<file path="src/rtl/bp_pht_ctrl.sv">
`default_nettype none
// +----------------------------------------------------------------------------+
// | Module  : bp_pht_ctrl                                                      |
// | Brief   : PHT controller: init sweep, lookups, queued 2-bit counter updates|
// |           Optional gshare indexing under macro BP_GSHARE_EN.               |
// | Revision: 1.0                                                              |
// +----------------------------------------------------------------------------+
module bp_pht_ctrl #(
   parameter int IDX_W    = 6,
   parameter int UQ_DEPTH = 4,
   parameter int GHR_W    = 6
) (
   input  logic             clk,
   input  logic             rst_n,
   input  logic             lkp_valid,
   input  logic [IDX_W-1:0] lkp_idx,
   output logic             lkp_ready,
   output logic             pred_valid,
   output logic             pred_taken,
   output logic [1:0]       pred_stt,
   output logic [IDX_W-1:0] pred_idx,
   input  logic             upd_valid,
   input  logic [IDX_W-1:0] upd_idx,
   input  logic             upd_taken,
   input  logic [1:0]       upd_stt,
   output logic             upd_ready,
   output logic             init_busy
);

   localparam int c_AW = $clog2(UQ_DEPTH);
   localparam int c_PW = c_AW + 1;
   localparam logic [c_PW-1:0] c_FULL = c_PW'(UQ_DEPTH);

   typedef enum logic [0:0] {ST_INIT = 1'b0, ST_RUN = 1'b1} state_t;

   state_t           r_state;
   logic [IDX_W-1:0] r_sweep;
   logic [1:0]       r_pht   [2**IDX_W];
   logic [IDX_W-1:0] r_q_idx [UQ_DEPTH];
   logic [1:0]       r_q_stt [UQ_DEPTH];
   logic             r_q_tkn [UQ_DEPTH];
   logic [c_PW-1:0]  r_wr_ptr, r_rd_ptr;
   logic             r_lkp_ready, r_upd_ready, r_init_busy;
   logic             r_pred_valid, r_pred_taken;
   logic [1:0]       r_pred_stt;
   logic [IDX_W-1:0] r_pred_idx;

   logic [IDX_W-1:0] w_fidx;
   logic [c_PW-1:0]  w_count, w_count_nxt;
   logic [c_AW-1:0]  w_rslot, w_wslot, w_slot;
   logic             w_rd, w_enq, w_deq, w_nxt_run;
   logic             w_fwd_hit, w_haz_nxt;
   logic [1:0]       w_fwd_stt, w_rd_stt;

   function automatic logic [1:0] f_sat(input logic [1:0] stt, input logic tkn);
      if (tkn) return (stt == 2'b11) ? 2'b11 : stt + 2'd1;
      else     return (stt == 2'b00) ? 2'b00 : stt - 2'd1;
   endfunction

   if (GHR_W > IDX_W) begin : g_ghr_too_long
      // Unsupported configuration: history longer than the index; no hardware.
   end

`ifdef BP_GSHARE_EN
   logic [GHR_W-1:0] r_ghr;

   always_ff @(posedge clk or negedge rst_n) begin
      if (!rst_n)     r_ghr <= '0;
      else if (w_enq) r_ghr <= {r_ghr[GHR_W-2:0], upd_taken};
   end

   assign w_fidx = lkp_idx ^ IDX_W'(r_ghr);
`else
   assign w_fidx = lkp_idx;
`endif

   assign w_count     = r_wr_ptr - r_rd_ptr;
   assign w_rslot     = r_rd_ptr[c_AW-1:0];
   assign w_wslot     = r_wr_ptr[c_AW-1:0];
   assign w_rd        = lkp_valid & r_lkp_ready;
   assign w_enq       = upd_valid & r_upd_ready;
   assign w_deq       = (r_state == ST_RUN) & ~w_rd & (w_count != '0);
   assign w_count_nxt = w_count + c_PW'(w_enq) - c_PW'(w_deq);
   assign w_nxt_run   = (r_state == ST_RUN) || (r_sweep == '1);

   // Youngest queued entry for the lookup index gives the value the table will
   // finally hold; it also decides whether a held lookup must keep stalling.
   always_comb begin
      w_fwd_hit = 1'b0;
      w_fwd_stt = 2'b00;
      w_haz_nxt = 1'b0;
      w_slot    = '0;
      for (int i = 0; i < UQ_DEPTH; i++) begin
         w_slot = w_rslot + c_AW'(i);
         if ((c_PW'(i) < w_count) && (r_q_idx[w_slot] == w_fidx)) begin
            w_fwd_hit = 1'b1;
            w_fwd_stt = f_sat(r_q_stt[w_slot], r_q_tkn[w_slot]);
            if (!(w_deq && (i == 0))) w_haz_nxt = 1'b1;
         end
      end
      if (w_enq && (upd_idx == w_fidx)) w_haz_nxt = 1'b1;
      w_haz_nxt = w_haz_nxt & lkp_valid & ~w_rd;
   end

   assign w_rd_stt = w_fwd_hit ? w_fwd_stt : r_pht[w_fidx];

   always_ff @(posedge clk) begin
      if (r_state == ST_INIT) r_pht[r_sweep] <= 2'b01;
      else if (w_deq)         r_pht[r_q_idx[w_rslot]] <= f_sat(r_q_stt[w_rslot], r_q_tkn[w_rslot]);
   end

   always_ff @(posedge clk) begin
      if (w_enq) begin
         r_q_idx[w_wslot] <= upd_idx;
         r_q_stt[w_wslot] <= upd_stt;
         r_q_tkn[w_wslot] <= upd_taken;
      end
   end

   always_ff @(posedge clk or negedge rst_n) begin
      if (!rst_n) begin
         r_state      <= ST_INIT;
         r_sweep      <= '0;
         r_wr_ptr     <= '0;
         r_rd_ptr     <= '0;
         r_lkp_ready  <= 1'b0;
         r_upd_ready  <= 1'b0;
         r_init_busy  <= 1'b1;
         r_pred_valid <= 1'b0;
         r_pred_taken <= 1'b0;
         r_pred_stt   <= 2'b00;
         r_pred_idx   <= '0;
      end else begin
         if (r_state == ST_INIT) begin
            r_sweep <= r_sweep + IDX_W'(1);
            if (r_sweep == '1) r_state <= ST_RUN;
         end
         if (w_enq) r_wr_ptr <= r_wr_ptr + c_PW'(1);
         if (w_deq) r_rd_ptr <= r_rd_ptr + c_PW'(1);
         r_init_busy  <= ~w_nxt_run;
         r_upd_ready  <= w_nxt_run && (w_count_nxt != c_FULL);
         r_lkp_ready  <= w_nxt_run && (w_count_nxt != c_FULL) && !w_haz_nxt;
         r_pred_valid <= w_rd;
         if (w_rd) begin
            r_pred_stt   <= w_rd_stt;
            r_pred_taken <= w_rd_stt[1];
            r_pred_idx   <= w_fidx;
         end
      end
   end

   assign lkp_ready  = r_lkp_ready;
   assign upd_ready  = r_upd_ready;
   assign init_busy  = r_init_busy;
   assign pred_valid = r_pred_valid;
   assign pred_taken = r_pred_taken;
   assign pred_stt   = r_pred_stt;
   assign pred_idx   = r_pred_idx;

endmodule
`default_nettype wire

</file>
<file path="config.mk">
export PLATFORM = sky130hd
export DESIGN_NAME = bp_pht_ctrl
export DESIGN_NICKNAME = d
export VERILOG_FILES = /design/src/rtl/bp_pht_ctrl.sv
export SDC_FILE = /design/constraint.sdc
export NUM_CORES = 1
export LEC_CHECK = 0
export CAP_MARGIN = 10
export CELL_PAD_IN_SITES_DETAIL_PLACEMENT = 1
export CELL_PAD_IN_SITES_GLOBAL_PLACEMENT = 1
export CORE_ASPECT_RATIO = 0.5
export CORE_UTILIZATION = 50
export CTS_CLUSTER_SIZE = 30
export DETAILED_ROUTE_END_ITERATION = 10
export PLACE_DENSITY_LB_ADDON = 0.1
export SYNTH_ARGS = -nofsm -noshare
export SYNTH_HDL_FRONTEND = slang
export SYNTH_SLANG_ARGS = --single-unit
</file>
<file path="constraint.sdc">
create_clock -name clk -period 13.4 [get_ports clk]
set_clock_uncertainty 0.1 [all_clocks]
set_input_delay 2.68 -clock clk [delete_from_list [all_inputs] [get_ports clk]]
set_output_delay 2.68 -clock clk [all_outputs]
set_load 0.05 [all_outputs]
</file>
; Yosys cells after proc, flatten, opt, wreduce, memory -nomap -nowiden
; Memory sizes are Yosys's and may differ from the RTL's.
; Index checks and enable logic that the tools add are counted.
[word_totals]
ram_bits = 164
in_bits = 19
elab_cells = 110
ff_bits = 26
memories = 4
[classes]
order_cmp = 4
n_addsub = 17
eq_ne = 11
n_mux = 40
bitwise_logic = 8
reduce_logical = 15
[mem_list]
columns = memory, depth, word_bits, read_ports, rd_ports_with_merged_regs, write_ports, line
row1 = r_pht, 64, 2, 1, 0, 1, 38  ; logic [1:0] r_pht [2**IDX_W];
row2 = r_q_idx, 4, 6, 4, 0, 1, 39  ; logic [IDX_W-1:0] r_q_idx [UQ_DEPTH];
row3 = r_q_stt, 4, 2, 4, 0, 1, 40  ; logic [1:0] r_q_stt [UQ_DEPTH];
row4 = r_q_tkn, 4, 1, 4, 0, 1, 41  ; logic r_q_tkn [UQ_DEPTH];
[op_table]
columns = cell, count
row1 = 2-bit 2-to-1 mux, 20
row2 = 6-bit == test, 5
row3 = 1-bit 2-to-1 mux, 19
row4 = "2-bit by 1-bit adder with 2-bit output, second input constant", 5
row5 = "2-bit == test, second input constant", 4
row6 = 2-bit logical NOT, 4
row7 = "2-bit by 1-bit subtractor with 2-bit output, second input constant", 4
row8 = 1-bit logical AND, 7
row9 = "3-bit by 1-bit adder with 3-bit output, second input constant", 2
row10 = "6-bit by 1-bit adder with 6-bit output, second input constant", 1
row11 = 1-bit bitwise AND, 6
row12 = "6-bit == test, second input constant", 1
row13 = "1-bit by 3-bit < comparator with 1-bit output, first input constant", 2
row14 = "2-bit by 3-bit < comparator with 1-bit output, first input constant", 2
row15 = 6-bit 2-to-1 mux, 1
row16 = "2-bit adder, second input constant", 2
row17 = 3-bit by 1-bit adder with 3-bit output, 1
row18 = "3-bit inequality test, second input constant", 1
row19 = 3-bit nonzero test, 1
row20 = 3-bit by 1-bit subtractor with 3-bit output, 1
row21 = 3-bit subtractor, 1
row22 = 1-bit NOT, 2
row23 = 2-bit OR reduction, 1
row24 = 1-bit logical NOT, 1
row25 = 1-bit logical OR, 1

; Logic depth before layout (Yosys ltp)
[logic_depth]
depth_word = 14
depth_mapped = 17
ltp_nobuf = 15

; Worst setup path after synthesis
; No wires, ideal clock.
[synth_path]
path_type = in2reg
start = in lkp_valid
end = mem r_pht[0][1], data pin
arrival_time_ns = 5.319
setup_ns = 0.517
cell_stages = 6
t_required_ns = 12.783
setup_slack_ns = 7.464
cell_sequence = nand2_1 > inv_1 > a311o_1 > buf_2 > buf_2 > nor2b_1
[synth_via]
elab_chain_cells = 9
[synth_rtl]
columns = item, line
row1 = start: declaration, 15  ; input logic lkp_valid,
row2 = 1-bit bitwise AND, 80  ; assign w_rd = lkp_valid & r_lkp_ready;
row3 = net w_rd, 51  ; logic w_rd, w_enq, w_deq, w_nxt_run;
row4 = 1-bit NOT, 82  ; assign w_deq = (r_state == ST_RUN) & ~w_rd & (w_count != '0);
row5 = 1-bit bitwise AND (2 in series), 82
row6 = 1-bit 2-to-1 mux, 109  ; else if (w_deq) r_pht[r_q_idx[w_rslot]] <= f_sat(r_q_stt[w_rslot], r_q_tkn[w_rslot]);
row7 = 1-bit 2-to-1 mux, 108  ; if (r_state == ST_INIT) r_pht[r_sweep] <= 2'b01;
row8 = 1-bit 2-to-1 mux (not written as such), 109
row9 = 2-bit OR reduction (no source line), -
row10 = 2-bit 2-to-1 mux (no source line), -
row11 = end: declaration, 38
; The timed path passes the listed nets, and every way through them passes these cells.

; Worst setup path in the final report
[layout_path]
start = in lkp_valid
end = reg r_lkp_ready, in the netlist lkp_ready
[layout_via]
elab_chain_cells = 14
elab_cells_between_ends = 17
[layout_rtl]
columns = item, line
row1 = 1-bit bitwise AND (*), 80
row2 = net w_rd, 51
row3 = 1-bit NOT (*), 82
row4 = 1-bit bitwise AND (*) (2 in series), 82
row5 = net w_deq, 51
row6 = 1-bit 2-to-1 mux, 98  ; if (!(w_deq && (i == 0))) w_haz_nxt = 1'b1;
row7 = 1-bit 2-to-1 mux (4 in series), 95  ; if ((c_PW'(i) < w_count) && (r_q_idx[w_slot] == w_fidx)) begin
row8 = 1-bit 2-to-1 mux, 101  ; if (w_enq && (upd_idx == w_fidx)) w_haz_nxt = 1'b1;
row9 = 1-bit bitwise AND (2 in series), 102  ; w_haz_nxt = w_haz_nxt & lkp_valid & ~w_rd;
row10 = 1-bit logical NOT, 142  ; r_lkp_ready <= w_nxt_run && (w_count_nxt != c_FULL) && !w_haz_nxt;
row11 = 1-bit logical AND (*), 142
row12 = end signal: assignment, 142
row13 = end: declaration, 43  ; logic r_lkp_ready, r_upd_ready, r_init_busy;
; The timed path passes the listed nets; every way through them passes the cells marked *.
; A chain may end at the register's enable or synchronous reset.

==> reports/results.tsv <==
stage	metric	value	unit
flow_run	Max Cap Viol	0	
layout	Area Overhead vs Synth	12.29	%
layout	Post-layout nets	628	
outcome	failing checks	design-rule violations	
pwr	Power Density	118.9	mW/mm2
timing	Slew Limit Fails	0	
placement	routability cong.	0.8020	
yosys	Post-synth EDFFs	164	
floorplan	IO Pins	32	
routing	initial drt markers	363	
pwr	worst vdd ir	0.00008663	V
layout	share of post-route cells with drive strength above 1	21.02	%
routing	Detail Route Antenna Nets	0	
clock_tree	Skew-Pair Late Insertion Delay	0.44	ns
grt	gr ovfl total	0	
timing	Fin. Hold Viols	0	
critical_path	worst endpoint required time	13.67	ns
timing	RSZ-0062 raised after global routing	false	
critical_path	CP Capture Type	register	
critical_path	arrival time at the worst endpoint	6.24	ns
critical_path	startpoint types	input port	
placement	port buffer count	31	
outcome	outcome	finished with violations	
yosys	Ys Warns	0	
yosys	sequential area share after synthesis	61.00	%
yosys	post-synthesis average cell area	15.97	um2
clock_tree	root buffer cell	clkbuf_16	
grt	largest net degree at the start of global routing	65	
layout	n_diodes	0	
critical_path	Max FO, Critical Path	17	
yosys	Yosys reg bits	189	
yosys	Commonest cells post-synth	edfxtp_1, nor2_1, mux4_2, xor2_1, dfrtp_1	
timing	Period Utilization, post-route	44.52	%
yosys	Primary FF master, synth	edfxtp_1	
clock_tree	number of post-CTS setup repair buffers	0	
routing	DRC Markers	11	
grt	GRT Overall Usage	25.53	%
floorplan	FP Rows	34	
timing	min Tclk post-route	5.966	ns
timing	Max-slew headroom	25.99	%
routing	Initial DRT Pass Iterations	8	
critical_path	kind of critical path	in -> reg	
pwr	Overall Power	0.001215	W
floorplan	die area	0.01878	mm2
routing	WL final	22.19	mm
grt	initial antenna violation count	0	
floorplan	Die Wd	192.8	um
critical_path	Reg2Reg Setup Slack	9.09	ns
yosys	Yosys cell types	53	
routing	vias per cell	6.225	
critical_path	critical path endpoint	lkp_ready	
clock_tree	Clock transition at path regs	0.07	ns
yosys	Post-synth ARST share	13.23	%
pwr	static leakage	3.030	nW
yosys	cell taking the most area after synthesis	edfxtp_1	
timing	worst slew pin tran	1.110	ns
floorplan	Initial Util	51.80	%
floorplan	core area	0.01757	mm2
critical_path	depth of the most critical reg-to-reg path	15	
yosys	nets in the synthesized netlist	601	
clock_tree	TritonCTS clock tree	yes	
placement	Detailed Place HPWL	14.02	mm
grt	first-pass GRT wire length	34.13	mm
clock_tree	depth of the CTS H-tree	4	
routing	WL per Instance	26.33	um
timing	achievable clock frequency	167.6	MHz
clock_tree	cts hold-fix bufs	0	
clock_tree	Sink Count	189	
yosys	cell with the most instances after synthesis	edfxtp_1	
layout	fin area	0.01022	mm2
clock_tree	CTS Buf Count	17	
min_path	Worst Hold Class	reg -> reg	
routing	Vias	5248	
floorplan	die height	97.40	um
yosys	share of the synthesized area in the top cell type	54.11	%
critical_path	worst r2r src	r_wr_ptr[0]	
grt	vias in the first global route	5626	
timing	count of final setup violators	0	
clock_tree	Max clock buf depth	2	
yosys	synthesized cell area	0.009101	mm2
critical_path	R2R Path End	lkp_ready	
placement	Area after DPL	0.009599	mm2
critical_path	Critical Path Source	lkp_valid	
timing	total negative slack	0	ns
yosys	main area contributors after synthesis	edfxtp_1, mux4_2, dfrtp_1, nor2_1, xor2_1	
yosys	Synth Instances	570	
clock_tree	post_cts resized	0	
-- power by group --
part	switching, W	internal [W]
combinational	0.0000328	0.0000206
sequential	0.00000128	0.000634
clock	0.000244	0.000282
total	0.000278	0.000937
-- cell usage in the layout, fill, tap and decap left out, drive strengths merged, types with 6 or more instances in the layout --
| cell type | netlist | routed |
|---|---|---|
| inv | 18 | 23 |
| a211oi | 6 | 6 |
| mux4 | 65 | 65 |
| nor2 | 76 | 76 |
| and3 | 6 | 6 |
| buf | 20 | 9 |
| xnor2 | 16 | 16 |
| clkdlybuf4s50 | 0 | 29 |
| mux2 | 12 | 12 |
| ha | 10 | 10 |
| a22oi | 16 | 16 |
| maj3 | 6 | 6 |
| clkinv | 0 | 7 |
| dfrtp | 24 | 24 |
| mux2i | 11 | 11 |
| clkbuf | 10 | 17 |
| edfxtp | 164 | 164 |
| a21oi | 12 | 12 |
| nand2 | 27 | 27 |
| xor2 | 26 | 26 |
-- per-stage QoR --
stage / hold WS (ns) / util (%) / instances / setup WS [ns]
finish: 0.3813 / 58.17 / 843 / 7.434
global route: 0.4249 / 58.17 / 843 / 7.092
CTS: 0.3811 / 58.08 / 842 / 7.433
detailed placement: 0.3701 / 54.64 / 811 / 7.008
global placement: 0.3644 / 54.64 / 811 / 7.110
floorplan: 0.3465 / - / 570 / 7.464
-- critical path, stage by stage --
cell,delay (ns)
clkdlybuf4s50_1,0.48
nand2_1,0.25
inv_1,0.21
a311o_1,0.82
inv_1,0.29
ha_1,0.36
inv_1,0.06
ha_1,0.13
inv_1,0.05
fa_1,0.39
xor2_1,0.15
a31oi_1,0.20
o31a_1,0.16
-- cell families (layout without fill, tap and decap cells) --
logic type	after synthesis	count (layout)	share of synthesized area [%]
and+or+nand+nor	138	138	7.245
adders and majority gates	18	18	2.475
DFF	189	189	61.00
AOI/OAI and AO/OA	46	46	3.492
xor gates and xnor gates	43	43	4.303
muxes	88	88	19.08
buffers and inverters	48	87	2.406
-- worst min path at each step --
stage	from	to	slack, ns	cells after the start
global placement	r_rd_ptr[2]	r_rd_ptr[2]	0.36	1
finish	r_rd_ptr[2]	r_rd_ptr[2]	0.38	1
floorplan	r_rd_ptr[2]	r_rd_ptr[2]	0.35	1
global route	pred_idx[0]	pred_idx[0]	0.42	1
CTS	r_rd_ptr[2]	r_rd_ptr[2]	0.38	1
detailed placement	r_rd_ptr[2]	r_rd_ptr[2]	0.37	1
-- flip-flops by register name, indices dropped and copies added, names as in the netlist --
register,cells
r_q_idx,24
r_sweep,6
pred_taken,1
r_state,1
r_pht,128
init_busy,1
pred_stt,1
r_q_stt,8
r_q_tkn,4
lkp_ready,1
r_rd_ptr,3
pred_idx,6
upd_ready,1
r_wr_ptr,3
pred_valid,1
-- layout make-up --
class,instances,area (um2)
clock buffers,17,425.4
multi-input cells,333,3341
repair buffers,38,360.3
flip-flops and latches,189,5553
fillers,1616,7350
inverters,18,67.56
clock inverters,14,180.2
well taps,234,292.8
-- layer usage --
metal / track usage, % / vias up / wire length [um]
met3: 5.381 / 29 / 1065
met5: 0 / - / 0
met1: 34.98 / 2801 / 9618
met4: 7.632 / 0 / 392
met2: 41.22 / 154 / 11120
li1: - / 2264 / -
No activity file was read; power rests on OpenSTA's default activity.
